`src/rtl/ex_muldiv_seq.sv`:
```
// rtl/ex_muldiv_seq.sv - iterative radix-2 MUL/DIV sequencer for the EX stage
module ex_muldiv_seq #(
    parameter int         WIDTH  = 32,
    parameter logic [3:0] OP_MUL = 4'b1000,
    parameter logic [3:0] OP_DIV = 4'b1100
) (
    input  logic             clk,
    input  logic             rst,
    input  logic             start,
    input  logic [3:0]       op_ex,
    input  logic [WIDTH-1:0] a_ex,
    input  logic [WIDTH-1:0] b_ex,
    input  logic             flush,
    output logic             busy,
    output logic             stall,
    output logic             done,
    output logic [WIDTH-1:0] ans_md
);

    localparam int CW = $clog2(WIDTH);

    typedef enum logic [1:0] {S_IDLE, S_MUL, S_DIV, S_DONE} state_t;

    state_t           state;
    logic [CW-1:0]    count;
    // acc: product accumulator / partial remainder
    // opa: multiplier (shifts right) / dividend with quotient shifting in (shifts left)
    // opb: multiplicand (shifts left) / divisor
    logic [WIDTH-1:0] acc;
    logic [WIDTH-1:0] opa;
    logic [WIDTH-1:0] opb;

    logic             is_md;
    logic [WIDTH-1:0] mul_acc_next;
    logic [WIDTH:0]   div_shift;
    logic [WIDTH:0]   div_diff;
    logic             div_bit;
    logic [WIDTH-1:0] div_rem_next;
    logic [WIDTH-1:0] div_q_next;

    assign is_md = start & ((op_ex == OP_MUL) | (op_ex == OP_DIV));

    always_comb begin
        mul_acc_next = opa[0] ? acc + opb : acc;
        div_shift    = {acc, opa[WIDTH-1]};
        div_diff     = div_shift - {1'b0, opb};
        div_bit      = ~div_diff[WIDTH];
        div_rem_next = div_bit ? div_diff[WIDTH-1:0] : div_shift[WIDTH-1:0];
        div_q_next   = {opa[WIDTH-2:0], div_bit};
    end

    always_ff @(posedge clk) begin
        if (rst) begin
            state  <= S_IDLE;
            count  <= '0;
            acc    <= '0;
            opa    <= '0;
            opb    <= '0;
            ans_md <= '0;
        end else begin
            case (state)
                S_IDLE: begin
                    if (is_md && !flush) begin
                        acc   <= '0;
                        opa   <= a_ex;
                        opb   <= b_ex;
                        count <= CW'(WIDTH - 1);
                        if (op_ex == OP_MUL) begin
                            state <= S_MUL;
                        end else if (b_ex == '0) begin
                            ans_md <= '1;
                            state  <= S_DONE;
                        end else begin
                            state <= S_DIV;
                        end
                    end
                end
                S_MUL: begin
                    if (flush) begin
                        state <= S_IDLE;
                    end else begin
                        acc <= mul_acc_next;
                        opa <= opa >> 1;
                        opb <= opb << 1;
                        if (count == '0) begin
                            ans_md <= mul_acc_next;
                            state  <= S_DONE;
                        end else begin
                            count <= count - CW'(1);
                        end
                    end
                end
                S_DIV: begin
                    if (flush) begin
                        state <= S_IDLE;
                    end else begin
                        acc <= div_rem_next;
                        opa <= div_q_next;
                        if (count == '0) begin
                            ans_md <= div_q_next;
                            state  <= S_DONE;
                        end else begin
                            count <= count - CW'(1);
                        end
                    end
                end
                S_DONE: state <= S_IDLE;
                default: state <= S_IDLE;
            endcase
        end
    end

    assign busy  = (state != S_IDLE);
    assign done  = (state == S_DONE);
    // A squash must release the pipeline in the same cycle it arrives.
    assign stall = ~flush & (((state == S_IDLE) & is_md) | (state == S_MUL) | (state == S_DIV));

endmodule

```
`config.mk`:
```
export PLATFORM = sky130hd
export DESIGN_NAME = ex_muldiv_seq
export DESIGN_NICKNAME = d
export VERILOG_FILES = /design/src/rtl/ex_muldiv_seq.sv
export SDC_FILE = /design/constraint.sdc
export NUM_CORES = 1
export LEC_CHECK = 0
export CELL_PAD_IN_SITES_DETAIL_PLACEMENT = 1
export CELL_PAD_IN_SITES_GLOBAL_PLACEMENT = 1
export CORE_MARGIN = 5
export CORE_UTILIZATION = 39
export CTS_BUF_LIST = sky130_fd_sc_hd__clkbuf_2
export CTS_CLUSTER_DIAMETER = 150
export CTS_CLUSTER_SIZE = 8
export DETAILED_ROUTE_END_ITERATION = 6
export GPL_TIMING_DRIVEN = 0
export MAX_ROUTING_LAYER = met4
export PLACE_DENSITY = 0.74
export SLEW_MARGIN = 20
export SYNTH_ARGS = -nofsm -noshare
export SYNTH_HDL_FRONTEND = slang
export SYNTH_SLANG_ARGS = --single-unit
```
`constraint.sdc`:
```
create_clock -name clk -period 3.1 [get_ports clk]
set_clock_uncertainty 0.05 [all_clocks]
set_input_delay 0.465 -clock clk [delete_from_list [all_inputs] [get_ports clk]]
set_output_delay 0.465 -clock clk [all_outputs]
set_load 0.02 [all_outputs]
```
==> run summary, run 1 <==
Summed over all nets, the half-perimeter wirelength after detailed placement is 35240 µm. The cell at the root of the clock tree was sky130_fd_sc_hd__clkbuf_2. Averaged over all synthesized cells, the footprint is 7.489 µm². The tools report the global-route usage over all layers as 30.40%.

The standard-cell row count came out at 59. The initial antenna violation count is 1, and the wire length of the first global-routing pass is 69430 µm. Setup repair after global routing could not meet its margin everywhere.

The achievable frequency is 314.6 MHz, and the number of H-tree branching levels is 4. The final layout contains 1682 nets. The total power was 10.40 mW. After global routing the overflow that remains totals 0.

For this run, the register share of the synthesized area comes to 26.09%. The type of element launching the critical path was a flop. The fraction of layout instances using a drive strength above 1 was 18.49%; the number of hold-slack violations in the final timing report was 0. The routed via count divided by cell count was 6.302. The largest total area in the synthesized netlist belongs to sky130_fd_sc_hd__dfxtp_1. After synthesis, the cell types taking the most area are sky130_fd_sc_hd__dfxtp_1 (26%), sky130_fd_sc_hd__ha_1 (8.3%), sky130_fd_sc_hd__nor2_1 (6.5%), sky130_fd_sc_hd__a21oi_1 (6.1%), sky130_fd_sc_hd__mux2i_1 (5.1%).

The tools report the clock insertion delay at the later pin of the skew report as 0.77 ns. The clock slew at the register clock pins of the worst setup and hold paths is 0.25 ns. The horizontal extent of the die was 173.0 µm. The routability-driven placement congestion ratio was 0.9559; the clock buffer count from CTS was 17. The total routed wirelength was 47440 µm. Of the total power, registers draw 22.8%.

The async set-or-reset flop fraction in the synthesized netlist is 0%, and the post-synthesis cell type count is 76. The endpoint identified for the worst register-to-register timing path is acc[24]$_SDFFE_PP0P_. The checks that failed: negative setup slack. The synthesized design contains 135 register bits. The worst reg2reg path startpoint is opb[0]$_SDFFE_PP0P_.

The total area inside the core boundary comes to 26130 µm². The count of flip-flops with a built-in enable after synthesis was 0. The relative contribution of the clock network to total power is 13.1%. The area share of the leading cell type in the synthesized netlist works out to 26.09%.

The via count of the first global-routing pass was 11580. For the pin with the worst max-slew slack, the measured transition is 0.9441 ns. The post-placement worst setup slack was -1.175 ns. The kind of critical path was reg2reg. The data required time of the worst path was 3.71 ns; the final antenna-violating net count was 0. In this run the static leakage power is 5.068 nW.

The most critical setup path has its startpoint at opb[0]$_SDFFE_PP0P_. The run gives 3220 as the number of inserted filler cells in the final layout. The relative slew slack is 37.06%. For this configuration, the core starts out at a cell density of 39.63%. The kind of path behind the tightest hold check is in2reg.

The area of the die was 29920 µm². The arrival time at the worst endpoint is 3.79 ns, and the cell-internal power is 5.038 mW. For this run, design rule violations remaining after detail routing come to 0. Measured along the y axis, the die boundary spans 173.0 µm.

For this run, the leading register cell type out of synthesis is sky130_fd_sc_hd__dfxtp_1. Entering global routing, the biggest net connects 17 pins. The sequential standard cell area was 2809 µm².

STA classifies the critical path endpoint as a flop. The run gives 0 as the warning count from the yosys run. The tools report the synthesized netlist cell count as 1383. The final-report max-slew violation count is 0, and the area added between synthesis and finish is 29.51%. Internal reg-to-reg setup slack: -0.08 ns. The final worst-path setup slack came out at -0.07850 ns. The biggest fanout along the worst timing path works out to 3.

TritonCTS built the clock tree. The worst register-to-register path has a depth of 13. The final route contains 11899 vias. The run gives 0.3839 mV as the peak ir drop on the vdd network. The power density relative to cell area was 774.9 nW/µm²; the starting DRC count in detailed routing was 1149.

Summing all multi-input logic gate instances after layout gives 7878 µm². The smallest clock period supported by the final layout is computed as 3.179 ns. For this run, the detailed router's first-pass iteration total came to 6.

The longest clock path from root to sink contains 2 buffers. For the number of I/O pins, the log shows 107. The average wire per standard cell works out to 25.13 µm. The critical path ends at acc[24]$_SDFFE_PP0P_.

In this run switching power makes up 51.53% of total power. Synthesis produced a netlist with a net count of 1526. After layout, the worst path uses 102.5% of the clock period. Input and output buffers added on the ports amount to 104. Setup violations remaining at the end of the flow were counted as 8. Across the run, the number of max-cap violations was 0.

The run gives 135 as the sink count of the clock tree. Combinational logic is responsible for 64.1% of the overall power. In this run the power spent charging and discharging nets is 5.357 mW.

Summing every instance area after synthesis gives 10360 µm². The run finished, with violations left.
registers in the layout (all words and copies together), names as in the netlist:
signal	count
opb	32
opa	32
state	2
acc	32
ans_md	32
count	5
cells by family after synthesis:
family | share of synthesized area, %
AOI/OAI and AO/OA | 27.70
and+or+nand+nor | 20.86
muxes | 6.427
DFF | 26.09
buffers and inverters | 5.811
xor gates and xnor gates | 4.385
adders and majority gates | 8.722
Yosys cell counts (36+ instances only):
library cell and instances:
sky130_fd_sc_hd__dfxtp_1 135, sky130_fd_sc_hd__mux2i_1 53, sky130_fd_sc_hd__o21ai_0 61, sky130_fd_sc_hd__ha_1 69, sky130_fd_sc_hd__a211oi_1 57, sky130_fd_sc_hd__a21oi_1 126, sky130_fd_sc_hd__nand2_1 139, sky130_fd_sc_hd__nor2_1 180
sky130_fd_sc_hd__xnor2_1 37, sky130_fd_sc_hd__inv_1 65, sky130_fd_sc_hd__clkbuf_1 77, sky130_fd_sc_hd__nor3_1 36
layout make-up:
class	instances	area share, %
Buffer	84	3.059
Clock inverter	13	1.418
Timing Repair Buffer	145	10.19
Clock buffer	19	0.7089
Multi-Input combinational cell	1091	58.73
Antenna cell	1	0.01865
Sequential cell	135	20.94
Inverter	65	1.819
Tap cell	335	3.125
stage by stage:
stage	hold slack (ns)	area [µm²]	instances	setup TNS, ns	utilization, %
after CTS	0.2479	12880	1878	-0.5563	49.29
after global routing	0.2499	13410	1888	-0.9907	51.33
after detailed placement	0.4397	11820	1822	-53.67	45.24
final	0.2713	13410	1888	-0.2998	51.33
after global placement	0.4289	11820	1822	-56.60	45.22
after floorplan	0.4110	10360	1383	0	-
critical path: stages (launching register included):
cell                       delay, ns
sky130_fd_sc_hd__dfxtp_4        0.42
sky130_fd_sc_hd__buf_6          0.13
sky130_fd_sc_hd__ha_4           0.16
sky130_fd_sc_hd__fa_2           0.38
sky130_fd_sc_hd__nor2b_4        0.15
sky130_fd_sc_hd__o21ai_2        0.09
sky130_fd_sc_hd__o21a_1         0.22
sky130_fd_sc_hd__o2111a_2       0.33
sky130_fd_sc_hd__o41ai_4        0.29
sky130_fd_sc_hd__buf_4          0.20
sky130_fd_sc_hd__a31o_4         0.19
sky130_fd_sc_hd__xnor2_2        0.08
sky130_fd_sc_hd__o22a_1         0.20
sky130_fd_sc_hd__o211ai_1       0.18
worst min path at each step:
stage / from / depth (start not counted) / slack [ns] / end
finish: flush / 4 / 0.27 / state[0]$_SDFFE_PP0P_
global route: b_ex[22] / 3 / 0.25 / opb[22]$_SDFFE_PP0P_
CTS: flush / 4 / 0.25 / state[0]$_SDFFE_PP0P_
detailed placement: ans_md[28]$_SDFFE_PP0P_ / 2 / 0.44 / ans_md[28]$_SDFFE_PP0P_
global placement: ans_md[22]$_SDFFE_PP0P_ / 2 / 0.43 / ans_md[22]$_SDFFE_PP0P_
floorplan: count[0]$_SDFFE_PP0P_ / 1 / 0.41 / count[0]$_SDFFE_PP0P_
per-layer routing:
layer	vias to the layer above	GRT usage [%]	wire length [µm]
met4	0	11.11	1928
met2	589	47.35	21340
met1	5838	39.27	20280
li1	5347	-	-
met3	125	6.026	3882
met5	-	-	0
power by group through the flow:
stage / Sequential, mW / Combinational [mW] / Clock, mW
3_3_place_gp: 2.39 / 5.47 / 0
5_1_grt: 2.42 / 6.97 / 1.42
6_report: 2.37 / 6.66 / 1.36
4_1_cts: 2.37 / 6.21 / 1.35
2_1_floorplan: 2.42 / 3.38 / 0
3_5_place_dp: 2.40 / 5.54 / 0
cells in the final DEF, fill, tap and decap left out, types with 27 or more instances in the layout:
| cell | n |
|---|---|
| sky130_fd_sc_hd__nor2_1 | 177 |
| sky130_fd_sc_hd__nand2_1 | 136 |
| sky130_fd_sc_hd__a21oi_1 | 115 |
| sky130_fd_sc_hd__clkdlybuf4s50_1 | 103 |
| sky130_fd_sc_hd__dfxtp_1 | 90 |
| sky130_fd_sc_hd__inv_1 | 64 |
| sky130_fd_sc_hd__clkbuf_1 | 52 |
| sky130_fd_sc_hd__a211oi_1 | 51 |
| sky130_fd_sc_hd__mux2i_1 | 47 |
| sky130_fd_sc_hd__o21ai_0 | 45 |
| sky130_fd_sc_hd__ha_1 | 43 |
| sky130_fd_sc_hd__buf_4 | 39 |
| sky130_fd_sc_hd__xnor2_1 | 35 |
| sky130_fd_sc_hd__clkbuf_2 | 34 |
| sky130_fd_sc_hd__nor3_1 | 33 |
| sky130_fd_sc_hd__nand3_1 | 27 |
timing repair:
item | in CTS | in global routing
hold endpoints to repair | 0 | 0
buffers inserted | 29 | 12
gates resized for setup | 155 | 123
pin swaps | 34 | 23
hold buffers | 0 | 0
endpoints found under the setup margin | 100 | 113
Note: power is estimated with default switching activity, not from simulation.
==> inputs of run 2 (changes only) <==
--- a/config.mk
+++ b/config.mk
@@ -16,7 +16,6 @@
 export GPL_TIMING_DRIVEN = 0
 export MAX_ROUTING_LAYER = met4
 export PLACE_DENSITY = 0.74
-export SLEW_MARGIN = 20
 export SYNTH_ARGS = -nofsm -noshare
 export SYNTH_HDL_FRONTEND = slang
 export SYNTH_SLANG_ARGS = --single-unit
==> run 2 against run 1 <==
  * The flow finishes with violations (design-rule violations, negative setup slack)
  * Critical path depth unchanged
  * Cell area about the same
  * Combinational power up 0.6%
  * Non-clock buffer count up 4
  * Clock-buffer cell count unchanged
  * Die area unchanged
  * Maximum frequency up 0.51%
  * Final cell count up 0.26%
  * Utilization about the same
  * Wire length down 1.2%
==> run summary, run 2 (synthesized netlist as in run 1, its figures left out) <==
The number of hold-slack violations in the final timing report was 0 (unchanged); the sink count of the clock tree was 135 (unchanged). The tools report the total of endpoints with negative setup slack in the final report as 7 (was 8). Endpoint type of the worst setup path: a flop (unchanged). The clock slew at the register clock pins of the worst setup and hold paths was 0.26 ns (was 0.25 ns); the first-pass detailed-route iteration total was 7 (was 6). Cell at the root of the clock tree: sky130_fd_sc_hd__clkbuf_2 (unchanged).

TritonCTS built the clock tree. The power density relative to cell area is 784.7 nW/µm² (was 774.9 nW/µm²), and the final worst-path setup slack is -0.06231 ns (was -0.07850 ns). Violated checks: design-rule violations, negative setup slack (was negative setup slack). The routability-driven placement congestion ratio was 0.9559 (unchanged); the clock buffer count from CTS was 17 (unchanged).

The horizontal extent of the die was 173.0 µm (unchanged); the number of I/O pins was 107 (unchanged). Setup repair after global routing could not meet its margin everywhere. The run finished, with violations left. The final antenna-violating net count was 0 (unchanged); the effective utilization at floorplan was 39.63% (unchanged).

The number of inserted filler cells in the final layout is 3213 (was 3220). Routed length on met3: 3410 µm (was 3882 µm). Top routing layer in use: met4 (unchanged). The pin slew with the least headroom to its limit came out at 0.9291 ns (was 0.9441 ns). The run gives 20440 µm (was 20280 µm) as the routed length on met1.

Average wire per standard cell: 24.75 µm (was 25.13 µm). The relative slew slack is 38.06% (was 37.06%), and the via count of the first global-routing pass is 11620 (was 11580). Max-cap violation count: 0 (unchanged).

Final-layout worst hold slack: 0.2475 ns (was 0.2713 ns). The routed via count divided by cell count works out to 6.257 (was 6.302). The logs give 2 (unchanged) for the number of buffers on the longest clock path and 2 (was 1) for the initial antenna violation count.

The tools report the final-report max-slew violation count as 0 (unchanged). Highest-count cells in the layout ignoring fill and taps: sky130_fd_sc_hd__nor2_1 (175), sky130_fd_sc_hd__nand2_1 (136), sky130_fd_sc_hd__a21oi_1 (115), sky130_fd_sc_hd__clkdlybuf4s50_1 (103), sky130_fd_sc_hd__dfxtp_1 (93) (was sky130_fd_sc_hd__nor2_1 (177), sky130_fd_sc_hd__nand2_1 (136), sky130_fd_sc_hd__a21oi_1 (115), sky130_fd_sc_hd__clkdlybuf4s50_1 (103), sky130_fd_sc_hd__dfxtp_1 (90)). The maximum number of pins on one net before global-route repair is 17 (unchanged), and the static leakage is 5.095 nW (was 5.068 nW). For the area of the die, the log shows 29920 µm² (unchanged).

The type of element launching the critical path was a flop (unchanged). The commonest non-fill, non-tap cell in the layout was sky130_fd_sc_hd__nor2_1 (unchanged). The global-route usage over all layers was 30.28% (was 30.40%). The tools report the achievable frequency as 316.2 MHz (was 314.6 MHz).

For the number of H-tree branching levels, the log shows 4 (unchanged). The kind of critical path was reg2reg (unchanged). The core area is 26130 µm² (unchanged). The total instance count after detailed placement is 1822 (unchanged), and the final clock period utilization by the worst path is 102.0% (was 102.5%). The core utilization of the finished layout was 51.29% (was 51.33%). The biggest fanout along the worst timing path came out at 3 (unchanged). The total grt overflow came out at 0 (unchanged). Ordered list of cells on the worst path: buf_6 -> ha_4 -> fa_2 -> nor2b_4 -> o21ai_2 -> o21a_1 -> o2111a_2 -> o41ai_4 -> buf_4 -> a31o_4 -> a31oi_1 -> xor2_1 -> o211ai_1 (was buf_6 -> ha_4 -> fa_2 -> nor2b_4 -> o21ai_2 -> o21a_1 -> o2111a_2 -> o41ai_4 -> buf_4 -> a31o_4 -> xnor2_2 -> o22a_1 -> o211ai_1). The area added between synthesis and finish is 29.40% (was 29.51%). The wire length of the first global-routing pass is 68980 µm (was 69430 µm).

The top cell family by delay on the critical path is compound AO/OA/AOI/OAI gates (unchanged). The kind of path behind the tightest hold check is in2reg (unchanged). The height of the chip was 173.0 µm (unchanged); the overall via count from detail_route was 11845 (was 11899).

The total routed wirelength was 46860 µm (was 47440 µm). The total met2 wirelength after detailed routing was 21320 µm (was 21340 µm); the time the final worst path needs with I/O delays and setup was 3.162 ns (was 3.179 ns). The filler-free cell count of the finished design is 1893 (was 1888), and the number of buffer cells added on primary ports is 104 (unchanged). The final net count is 1686 (was 1682), and the data required time of the worst path is 3.73 ns (was 3.71 ns). Number of buffers and inverters on the critical path: 2 (unchanged).

The arrival time at the worst endpoint was 3.79 ns (about the same). The run gives 0.79 ns (was 0.77 ns) as the clock insertion delay at the later pin of the skew report. The cell with the largest stage delay on the worst path is sky130_fd_sc_hd__dfxtp_4 (unchanged). The total half-perimeter wirelength after legalization and detailed placement is 35220 µm (was 35240 µm). The fraction of layout instances using a drive strength above 1 works out to 18.32% (was 18.49%). The tools report the number of DRC violations after detailed routing as 2 (was 0). The peak ir drop on the vdd network is 0.3792 mV (was 0.3839 mV). The post-placement worst setup slack came out at -1.174 ns (was -1.175 ns). The starting DRC count in detailed routing is 1080 (was 1149), and the biggest cell delay along the critical path is 0.42 ns (about the same).

Standard-cell row count: 59 (unchanged).
run 2: path summary, 6_finish.rpt:
kind / start / endpoint / slack, ns / cells past startpoint
max: opb[0]$_SDFFE_PP0P_ / acc[26]$_SDFFE_PP0P_ / -0.06 / 13
min: flush / state[0]$_SDFFE_PP0P_ / 0.25 / 4
max reg2reg: opb[0]$_SDFFE_PP0P_ / acc[26]$_SDFFE_PP0P_ / -0.06 / 13
min reg2reg: ans_md[28]$_SDFFE_PP0P_ / ans_md[28]$_SDFFE_PP0P_ / 0.46 / 2
run 2: cell type report:
cell class | count | area, µm² | share of cell area (%)
clock inverters | 13 | 215.2 | 1.606
inverters | 65 | 244.0 | 1.820
plain buffers | 83 | 384.1 | 2.866
diodes | 2 | 5.005 | 0.03734
clock buffers | 19 | 95.09 | 0.7095
well taps | 335 | 419.2 | 3.127
repair buffers | 150 | 1424 | 10.62
flip-flops and latches | 135 | 2793 | 20.84
multi-input cells | 1091 | 7824 | 58.37
run 2: power breakdown:
| group | internal (mW) | switching [mW] |
|---|---|---|
| registers | 2.08 | 0.301 |
| clock network | 0.633 | 0.803 |
| logic | 2.45 | 4.25 |
| total | 5.16 | 5.36 |
run 2: repair_timing:
item                                    CTS  global route
hold buffers                              0             0
endpoints found under the setup margin  105           100
pin swaps                                27            42
gates resized for setup                 147           119
setup buffers                            27            20
cloned                                    0             0
run 2: worst reg2reg max path, delay by kind of cell, from the launching register on:
kind                     cells  cell delay [ns]
AO/OA/AOI/OAI                7             1.34
adder cells (fa/ha/maj)      2             0.56
flip-flops                   1             0.42
buffers and inverters        2             0.33
XOR/XNOR                     1             0.22
AND/OR/NAND/NOR              1             0.17
run 2: metrics by stage:
| step | TNS (ns) | total power, mW | instance area (µm²) |
|---|---|---|---|
| floorplan | 0 | 5.806 | 10360 |
| global placement | -56.60 | 7.864 | 11820 |
| detailed placement | -61.44 | 7.945 | 11820 |
| CTS | -0.7339 | 9.993 | 12840 |
| global route | -0.9149 | 10.98 | 13400 |
| finish | -0.2643 | 10.52 | 13400 |
run 2: routing by layer:
metal,vias up,global-route usage [%]
met5,-,-
met3,104,6.004
met4,0,9.844
li1,5377,-
met2,489,48.01
met1,5875,38.92
